$ cat config.mk
export PLATFORM = sky130hd
export DESIGN_NAME = chimp_click_decoder
export DESIGN_NICKNAME = d
export VERILOG_FILES = /design/src/rtl/chimp_click_decoder.sv
export SDC_FILE = /design/constraint.sdc
export NUM_CORES = 1
export LEC_CHECK = 0
export CORE_MARGIN = 1.5
export CORE_UTILIZATION = 50
export DETAILED_ROUTE_END_ITERATION = 16
export HOLD_SLACK_MARGIN = 0.12
export PLACE_DENSITY = 0.84
export SETUP_SLACK_MARGIN = 0.3
export SYNTH_ARGS = -nofsm -noshare
export SYNTH_HDL_FRONTEND = slang
export SYNTH_SLANG_ARGS = --single-unit
$ cat constraint.sdc
create_clock -name clk -period 2.5 [get_ports clk]
set_input_delay 0.625 -clock clk [delete_from_list [all_inputs] [get_ports clk]]
set_output_delay 0.625 -clock clk [all_outputs]
set_load 0.01 [all_outputs]
$ cat src/rtl/chimp_click_decoder.sv
// Turns the raw mouse button and pixel coordinates into one-cycle box-select or miss pulses.
// Define CHIMP_CLICK_DEBOUNCE_EN to build the debounce filter; otherwise the synchronised level is used directly.
module chimp_click_decoder #(
  parameter int GRID_X0         = 160,
  parameter int GRID_Y0         = 80,
  parameter int BOX_PX          = 40,
  parameter int GRID_N          = 8,
  parameter int DEBOUNCE_CYCLES = 16
) (
  input  logic       clk,
  input  logic       iResetn,
  input  logic       iEnable,
  input  logic       iLeftButton,
  input  logic [9:0] iMouseX,
  input  logic [8:0] iMouseY,
  output logic       oMouseClick,
  output logic       oMissClick,
  output logic [2:0] oBoxX,
  output logic [2:0] oBoxY,
  output logic       oBusy
);

  localparam logic [10:0]        X_LO  = 11'(GRID_X0);
  localparam logic [10:0]        X_HI  = 11'(GRID_X0 + GRID_N * BOX_PX - 1);
  localparam logic [10:0]        Y_LO  = 11'(GRID_Y0);
  localparam logic [10:0]        Y_HI  = 11'(GRID_Y0 + GRID_N * BOX_PX - 1);
  localparam logic signed [10:0] BOX_S = 11'(BOX_PX);

  // Box indices are only 3 bits wide, so larger grids cannot be represented.
  if (GRID_N > 8 || GRID_N < 1 || BOX_PX < 1 || DEBOUNCE_CYCLES < 1) begin : g_bad_cfg
    $error("chimp_click_decoder: unsupported parameter set");
  end

  typedef enum logic [1:0] {IDLE, DIVIDE, EMIT, WAIT_RELEASE} state_t;

  state_t             state;
  state_t             state_next;
  logic               sync_meta;
  logic               sync_out;
  logic               db;
  logic               db_prev;
  logic               press;
  logic               miss;
  logic               in_grid;
  logic               x_done;
  logic               y_done;
  logic               click_pulse;
  logic               miss_pulse;
  logic signed [10:0] rem_x;
  logic signed [10:0] rem_y;
  logic [2:0]         cnt_x;
  logic [2:0]         cnt_y;
  logic [2:0]         box_x;
  logic [2:0]         box_y;

  always_ff @(posedge clk or negedge iResetn) begin
    if (!iResetn) begin
      sync_meta <= 1'b0;
      sync_out  <= 1'b0;
    end else begin
      sync_meta <= iLeftButton;
      sync_out  <= sync_meta;
    end
  end

`ifdef CHIMP_CLICK_DEBOUNCE_EN
  localparam int DB_W = $clog2(DEBOUNCE_CYCLES + 1);

  logic [DB_W-1:0] db_cnt;

  // db only follows the synchroniser after a full run of disagreeing cycles.
  always_ff @(posedge clk or negedge iResetn) begin
    if (!iResetn) begin
      db     <= 1'b0;
      db_cnt <= '0;
    end else if (sync_out == db) begin
      db_cnt <= '0;
    end else if (db_cnt == DB_W'(DEBOUNCE_CYCLES - 1)) begin
      db     <= sync_out;
      db_cnt <= '0;
    end else begin
      db_cnt <= db_cnt + DB_W'(1);
    end
  end
`else
  assign db = sync_out;
`endif

  always_ff @(posedge clk or negedge iResetn) begin
    if (!iResetn) begin
      db_prev <= 1'b0;
    end else begin
      db_prev <= db;
    end
  end

  assign press   = db & ~db_prev;
  assign in_grid = ({1'b0, iMouseX} >= X_LO) && ({1'b0, iMouseX} <= X_HI) &&
                   ({2'b00, iMouseY} >= Y_LO) && ({2'b00, iMouseY} <= Y_HI);
  assign x_done  = rem_x < BOX_S;
  assign y_done  = rem_y < BOX_S;

  // Quotients come from repeated subtraction; box registers load as DIVIDE exits so they
  // are already valid in the same cycle as the click pulse.
  always_ff @(posedge clk or negedge iResetn) begin
    if (!iResetn) begin
      rem_x <= '0;
      rem_y <= '0;
      cnt_x <= '0;
      cnt_y <= '0;
      miss  <= 1'b0;
      box_x <= '0;
      box_y <= '0;
    end else begin
      case (state)
        IDLE: begin
          if (press && iEnable) begin
            rem_x <= {1'b0, iMouseX} - X_LO;
            rem_y <= {2'b00, iMouseY} - Y_LO;
            cnt_x <= '0;
            cnt_y <= '0;
            miss  <= ~in_grid;
          end
        end
        DIVIDE: begin
          if (!miss) begin
            if (!x_done) begin
              rem_x <= rem_x - BOX_S;
              cnt_x <= cnt_x + 3'd1;
            end
            if (!y_done) begin
              rem_y <= rem_y - BOX_S;
              cnt_y <= cnt_y + 3'd1;
            end
            if (x_done && y_done) begin
              box_x <= cnt_x;
              box_y <= cnt_y;
            end
          end
        end
        default: begin
        end
      endcase
    end
  end

  always_ff @(posedge clk or negedge iResetn) begin
    if (!iResetn) begin
      state <= IDLE;
    end else begin
      state <= state_next;
    end
  end

  always_comb begin
    state_next  = state;
    click_pulse = 1'b0;
    miss_pulse  = 1'b0;
    case (state)
      IDLE: begin
        if (press && iEnable) begin
          state_next = DIVIDE;
        end
      end
      DIVIDE: begin
        if (miss || (x_done && y_done)) begin
          state_next = EMIT;
        end
      end
      EMIT: begin
        click_pulse = ~miss;
        miss_pulse  = miss;
        state_next  = WAIT_RELEASE;
      end
      WAIT_RELEASE: begin
        if (!db) begin
          state_next = IDLE;
        end
      end
      default: begin
        state_next = IDLE;
      end
    endcase
  end

  assign oMouseClick = click_pulse;
  assign oMissClick  = miss_pulse;
  assign oBoxX       = box_x;
  assign oBoxY       = box_y;
  assign oBusy       = (state != IDLE);

endmodule

After elaboration in Yosys (flattened, before gate mapping)

Cells that the tools add are included.

Shift-type cells: 0
Add/subtract/negate cells: 6
Div/mod/pow operators: 0
$lt $le $gt $ge: 6
Equality and inequality tests: 9
Reduce and logical (&&, ||, !) cells: 14
Multiplexer cells: 21
Bitwise logic cells: 4
$mul: 0

Operator list:

| cell                                                 | count |
|---|---|
| two-way mux 11 bit                                   | 6 |
| case mux 11 bit (2 select lines)                     | 2 |
| < comparator 11 x 7 -> 1 bit, second input constant  | 2 |
| subtractor 11 x 7 -> 11 bit, second input constant   | 2 |
| two-way mux 3 bit                                    | 5 |
| inequality test 2 bit, second input constant         | 6 |
| case mux 3 bit (2 select lines)                      | 2 |
| subtractor 10 x 8 -> 11 bit, second input constant   | 1 |
| >= comparator 10 x 8 -> 1 bit, second input constant | 1 |
| <= comparator 10 x 9 -> 1 bit, second input constant | 1 |
| subtractor 9 x 7 -> 10 bit, second input constant    | 1 |
| >= comparator 9 x 7 -> 1 bit, second input constant  | 1 |
| <= comparator 9 bit, second input constant           | 1 |
| case mux 2 bit (4 select lines)                      | 1 |
| AND reduction 4 bit                                  | 2 |
| adder 3 x 1 -> 3 bit, second input constant          | 2 |
| two-way mux 2 bit                                    | 3 |
| AND reduction 3 bit                                  | 2 |
| logical AND 1 bit                                    | 5 |
| == test 2 bit, second input constant                 | 2 |
| nonzero test 2 bit                                   | 2 |
| inverter 1 bit                                       | 3 |
| == test 2 x 1 -> 1 bit, second input constant        | 1 |
| zero test 2 bit                                      | 1 |
| other kinds (4)                                      | 5 |

Bits in read-only memories: 0
Bits in latches: 0
RAM bits: 0
Memories kept: 0
Logic and storage cells: 71
Bits of input ports: 23
Register bits: 40

Depth between registers and ports, before layout

Depth after elaboration: 5
Mapped depth: 9

Least setup slack after synthesis

No wires, ideal clock.

Kind: input port to flip-flop
Start: input iMouseX[3]
End: register miss
Data arrival time: 1.706 ns
Setup slack: 0.667 ns
Setup time: 0.127 ns
Stages: 5
Path through: or4_1 o41ai_1 a21oi_1 nor3_1 a21oi_1

Longest elaborated chain between the ends: 5
Elaborated cells on any way between the ends: 6

RTL lines:

| what                                                                           | RTL line | source |
|---|---|---|
| from (decl)                                                                    | 14       | `input logic [9:0] iMouseX,` |
| >= comparator 10 x 8 -> 1 bit or <= comparator 10 x 9 -> 1 bit (tied branches) | 98       | `assign in_grid = ({1'b0, iMouseX} >= X_LO) && ({1'b0, iMouseX} <= X_HI) &&` |
| logical AND 1 bit * (2 in a row)                                               | 98       |  |
| logical AND 1 bit *                                                            | 99       | `({2'b00, iMouseY} >= Y_LO) && ({2'b00, iMouseY} <= Y_HI);` |
| inverter 1 bit *                                                               | 122      | `miss <= ~in_grid;` |
| to (signal assigned)                                                           | 122      |  |
| to (decl)                                                                      | 43       | `logic miss;` |

Mark *: on every way between the ends. The rest lies on a longest branch, timed or not.
A chain may end at the register's enable or synchronous reset.

Worst setup path in the final report

Start: register state[1]
End: register rem_x[8]

Longest elaborated chain between the ends: 3
Elaborated cells on any way between the ends: 8

RTL lines:

| what                                                                  | RTL line | source |
|---|---|---|
| from (decl)                                                           | 36       | `state_t state;` |
| from (signal assigned)                                                | 151      | `state <= state_next;` |
| == test 2 x 1 -> 1 bit or zero test 2 bit (tied branches)             | 115      | `case (state)` |
| inequality test 2 bit (no line) or nonzero test 2 bit (tied branches) | --       |  |
| AND reduction 4 bit (no line)                                         | --       |  |
| to (signal assigned)                                                  | 118      | `rem_x <= {1'b0, iMouseX} - X_LO;` |
| to (signal assigned)                                                  | 128      | `rem_x <= rem_x - BOX_S;` |
| to (decl)                                                             | 49       | `logic signed [10:0] rem_x;` |

Parallel ways exist; a longest one is shown, timed or not.

==> reports/results.txt <==
number of antenna violations at the first check in global routing - 0
data required time of the critical path - 2.68 ns
YS warnings - 0
number of detailed-routing iterations run before antenna repair - 4
mean post-synth cell area - 9.34 µm²
setup tns final - 0 ns
fraction of registers with async set or reset after synthesis - 1.00
syn nets - 264
final worst-path cycle share - 0.837
maximum clock skew at final layout - 0.00350 ns
Unique masters post-synth - 56
effective utilization at floorplan - 0.527
clock buffers created by TritonCTS - 5
series of cell instances along the critical path - inv_1, ha_2, buf_4, nand2b_1, nor2_1, a21oi_4, buf_4, a221o_1
kind of launch point of the worst setup path - flip-flop
Root Buffer Master - sky130_fd_sc_hd__clkbuf_8
slowest cell delay on critical path - 0.38 ns
dominant cell type by count on the critical path - sky130_fd_sc_hd__buf_4
dominant cells by area after synthesis - sky130_fd_sc_hd__dfrtp_1, sky130_fd_sc_hd__ha_1, sky130_fd_sc_hd__a21oi_1
maximum vdd drop - 0.661 mV
Worst Setup Slack, final - 0.406 ns
Bufs on Longest Clock Path - 2
clock tree from TritonCTS - built
final wirelength - 4760 µm
count of hold buffers inserted by post-cts repair - 0
average routed wire per standard cell - 14.8 µm
Die Area - 4680 µm²
unrepaired setup endpoints after global routing - false
layout overhead on the synthesized area - 26.9%
final design utilization - 0.669
worst min-delay path category - flip-flop to flip-flop
result of the run - complete, no violations
Slew headroom - 0.658
largest area contributor in the synthesized netlist - sky130_fd_sc_hd__dfrtp_1
EDFF count, synth - 0
Vias/cell - 5.80
achievable frequency - 478 MHz
leading post-synthesis cells by instance count - sky130_fd_sc_hd__dfrtp_1, sky130_fd_sc_hd__a21oi_1, sky130_fd_sc_hd__nand2_1
top cell type's share of synthesized area - 0.398
clk sink count - 34
pin count of the biggest net entering global routing - 35
largest driver fanout on the critical path - 11
clock network latency to the later pin of the worst-skew pair - 0.29 ns
antenna diode instance count - 0
Die X - 68.4 µm
Max H-tree Level - 2
core area - 4060 µm²
number of remaining DRC errors - 0
via count of the routed design - 1867
number of rows in the core area - 23
cell with the biggest individual delay on the critical path - sky130_fd_sc_hd__dfrtp_1
FF+latch count, synth - 34
number of global-route vias before repair - 1744
CTS clk-pin slew, worst paths - 0.07 ns
chip height - 68.4 µm
most repeated cell in the gate-level netlist after synthesis - sky130_fd_sc_hd__dfrtp_1
drt initial violations - 96
synthesized instance count - 229
final weighted congestion in routability-driven placement - 0.901
Worst Tran Pin Value - 0.508 ns
worst slack on hold paths - 0.353 ns
final hold vios - 0
Crit Path Class - flip-flop to flip-flop
input/output buffers - 31
wire length of the first global-routing pass - 8020 µm
Netlist Area Pre-Place - 2140 µm²
HPWL reported at the end of detailed placement - 3500 µm
count of nets after finishing - 306
setup slack at placement - 0.178 ns
fill count - 329
sort of element at the end of the critical path - flip-flop
share of post-route cells with drive strength above 1 - 0.140
Overall Global Routing Usage - 0.232
Detail Route Antenna Nets - 0
count of maximum capacitance violations - 0
minimum clock period after layout - 2.09 ns
signal arrival time at the worst endpoint - 2.27 ns
io pins - 32
Top FF cell, synth - sky130_fd_sc_hd__dfrtp_1
final global-route overflow total - 0
post-synthesis sequential area ratio - 0.398
leakage power figure - 1.16 nW
max-slew violation count - 0
pwr dens - 1160 nW/µm²
Final setup viols - 0
## kinds of logic after synthesis
group                      after synthesis  share of synthesized area
AOI/OAI and AO/OA                       70                      0.216
xor gates and xnor gates                 5                     0.0205
adders and majority gates               12                     0.0702
buffers and inverters                   24                     0.0468
DFF                                     34                      0.398
muxes                                   10                     0.0614
and+or+nand+nor                         74                      0.188
## timing repair
| action | in CTS | in global routing |
|---|---|---|
| cloned | 0 | 0 |
| setup endpoints to repair | 4 | 7 |
| gates resized for setup | 5 | 3 |
| setup buffers | 2 | 1 |
## worst max-delay path: cells and delay by family (launching register included)
family,cells,cell delay [ns]
and+or+nand+nor,2,0.49
DFF,1,0.38
adders and majority gates,1,0.22
AOI/OAI and AO/OA,2,0.43
buffers and inverters,3,0.46
## flip-flops by register name, summed over array words and instances, names as in the netlist
signal / count
cnt_x: 3
cnt_y: 3
db: 1
db_prev: 1
miss: 1
oBoxX: 3
oBoxY: 3
rem_x: 8
rem_y: 8
state: 2
sync_meta: 1
## power breakdown
| part | switching [mW] | leakage, nW | internal, mW |
|---|---|---|---|
| Clock | 0.214 | 0.0683 | 0.399 |
| Sequential | 0.245 | 0.401 | 0.797 |
| Combinational | 0.787 | 0.692 | 0.711 |
## final cells by class
cell class                 instances  area, µm²  share of cell area
clock buffer                       5       68.8              0.0253
sequential                        34        851               0.313
tap                               50       62.6              0.0230
inverter                          18       67.6              0.0249
multi-input combinational        171       1210               0.446
clock inverter                     3       68.8              0.0253
timing repair buffer              41        385               0.142
## per-stage QoR
| stage | cells | power, mW | cell area [µm²] |
|---|---|---|---|
| floorplan | 229 | 2.01 | 2140 |
| global placement | 311 | 2.41 | 2530 |
| detailed placement | 311 | 2.48 | 2530 |
| CTS | 321 | 3.14 | 2700 |
| global route | 322 | 3.39 | 2720 |
| finish | 322 | 3.15 | 2720 |
## final timing paths
kind,start,end,cells after the start,slack [ns]
max,state[1]$_DFFE_PN0P_,rem_x[8]$_DFFE_PN0P_,8,0.41
min,sync_meta$_DFF_PN0_,db$_DFF_PN0_,0,0.35
max reg2reg,state[1]$_DFFE_PN0P_,rem_x[8]$_DFFE_PN0P_,8,0.41
min reg2reg,sync_meta$_DFF_PN0_,db$_DFF_PN0_,0,0.35
max in group asynchronous,iResetn,oBoxX[1]$_DFFE_PN0P_,2,1.45
min in group asynchronous,iResetn,oBoxY[2]$_DFFE_PN0P_,2,0.74
## cells in the final DEF, fill, tap and decap left out, types with 6 or more instances in the layout
master	synthesis	layout
sky130_fd_sc_hd__dfrtp_1	34	34
sky130_fd_sc_hd__clkdlybuf4s50_1	0	28
sky130_fd_sc_hd__a21oi_1	21	21
sky130_fd_sc_hd__nand2_1	19	19
sky130_fd_sc_hd__inv_1	17	16
sky130_fd_sc_hd__nor2_1	16	16
sky130_fd_sc_hd__o21ai_0	10	10
sky130_fd_sc_hd__ha_1	12	10
sky130_fd_sc_hd__buf_4	2	10
sky130_fd_sc_hd__o21ai_1	9	9
sky130_fd_sc_hd__nand3_1	6	6
sky130_fd_sc_hd__mux2_4	6	6
## per-layer routing
metal	vias up	wire [µm]	share of wire	GRT usage
met1	893	2120	0.44	0.288
met4	0	110	0.023	0.0975
li1	909	-	-	-
met2	54	2330	0.49	0.388
met3	11	202	0.042	0.0510
met5	-	0	0	0
Note: power is estimated with default switching activity, not from simulation.
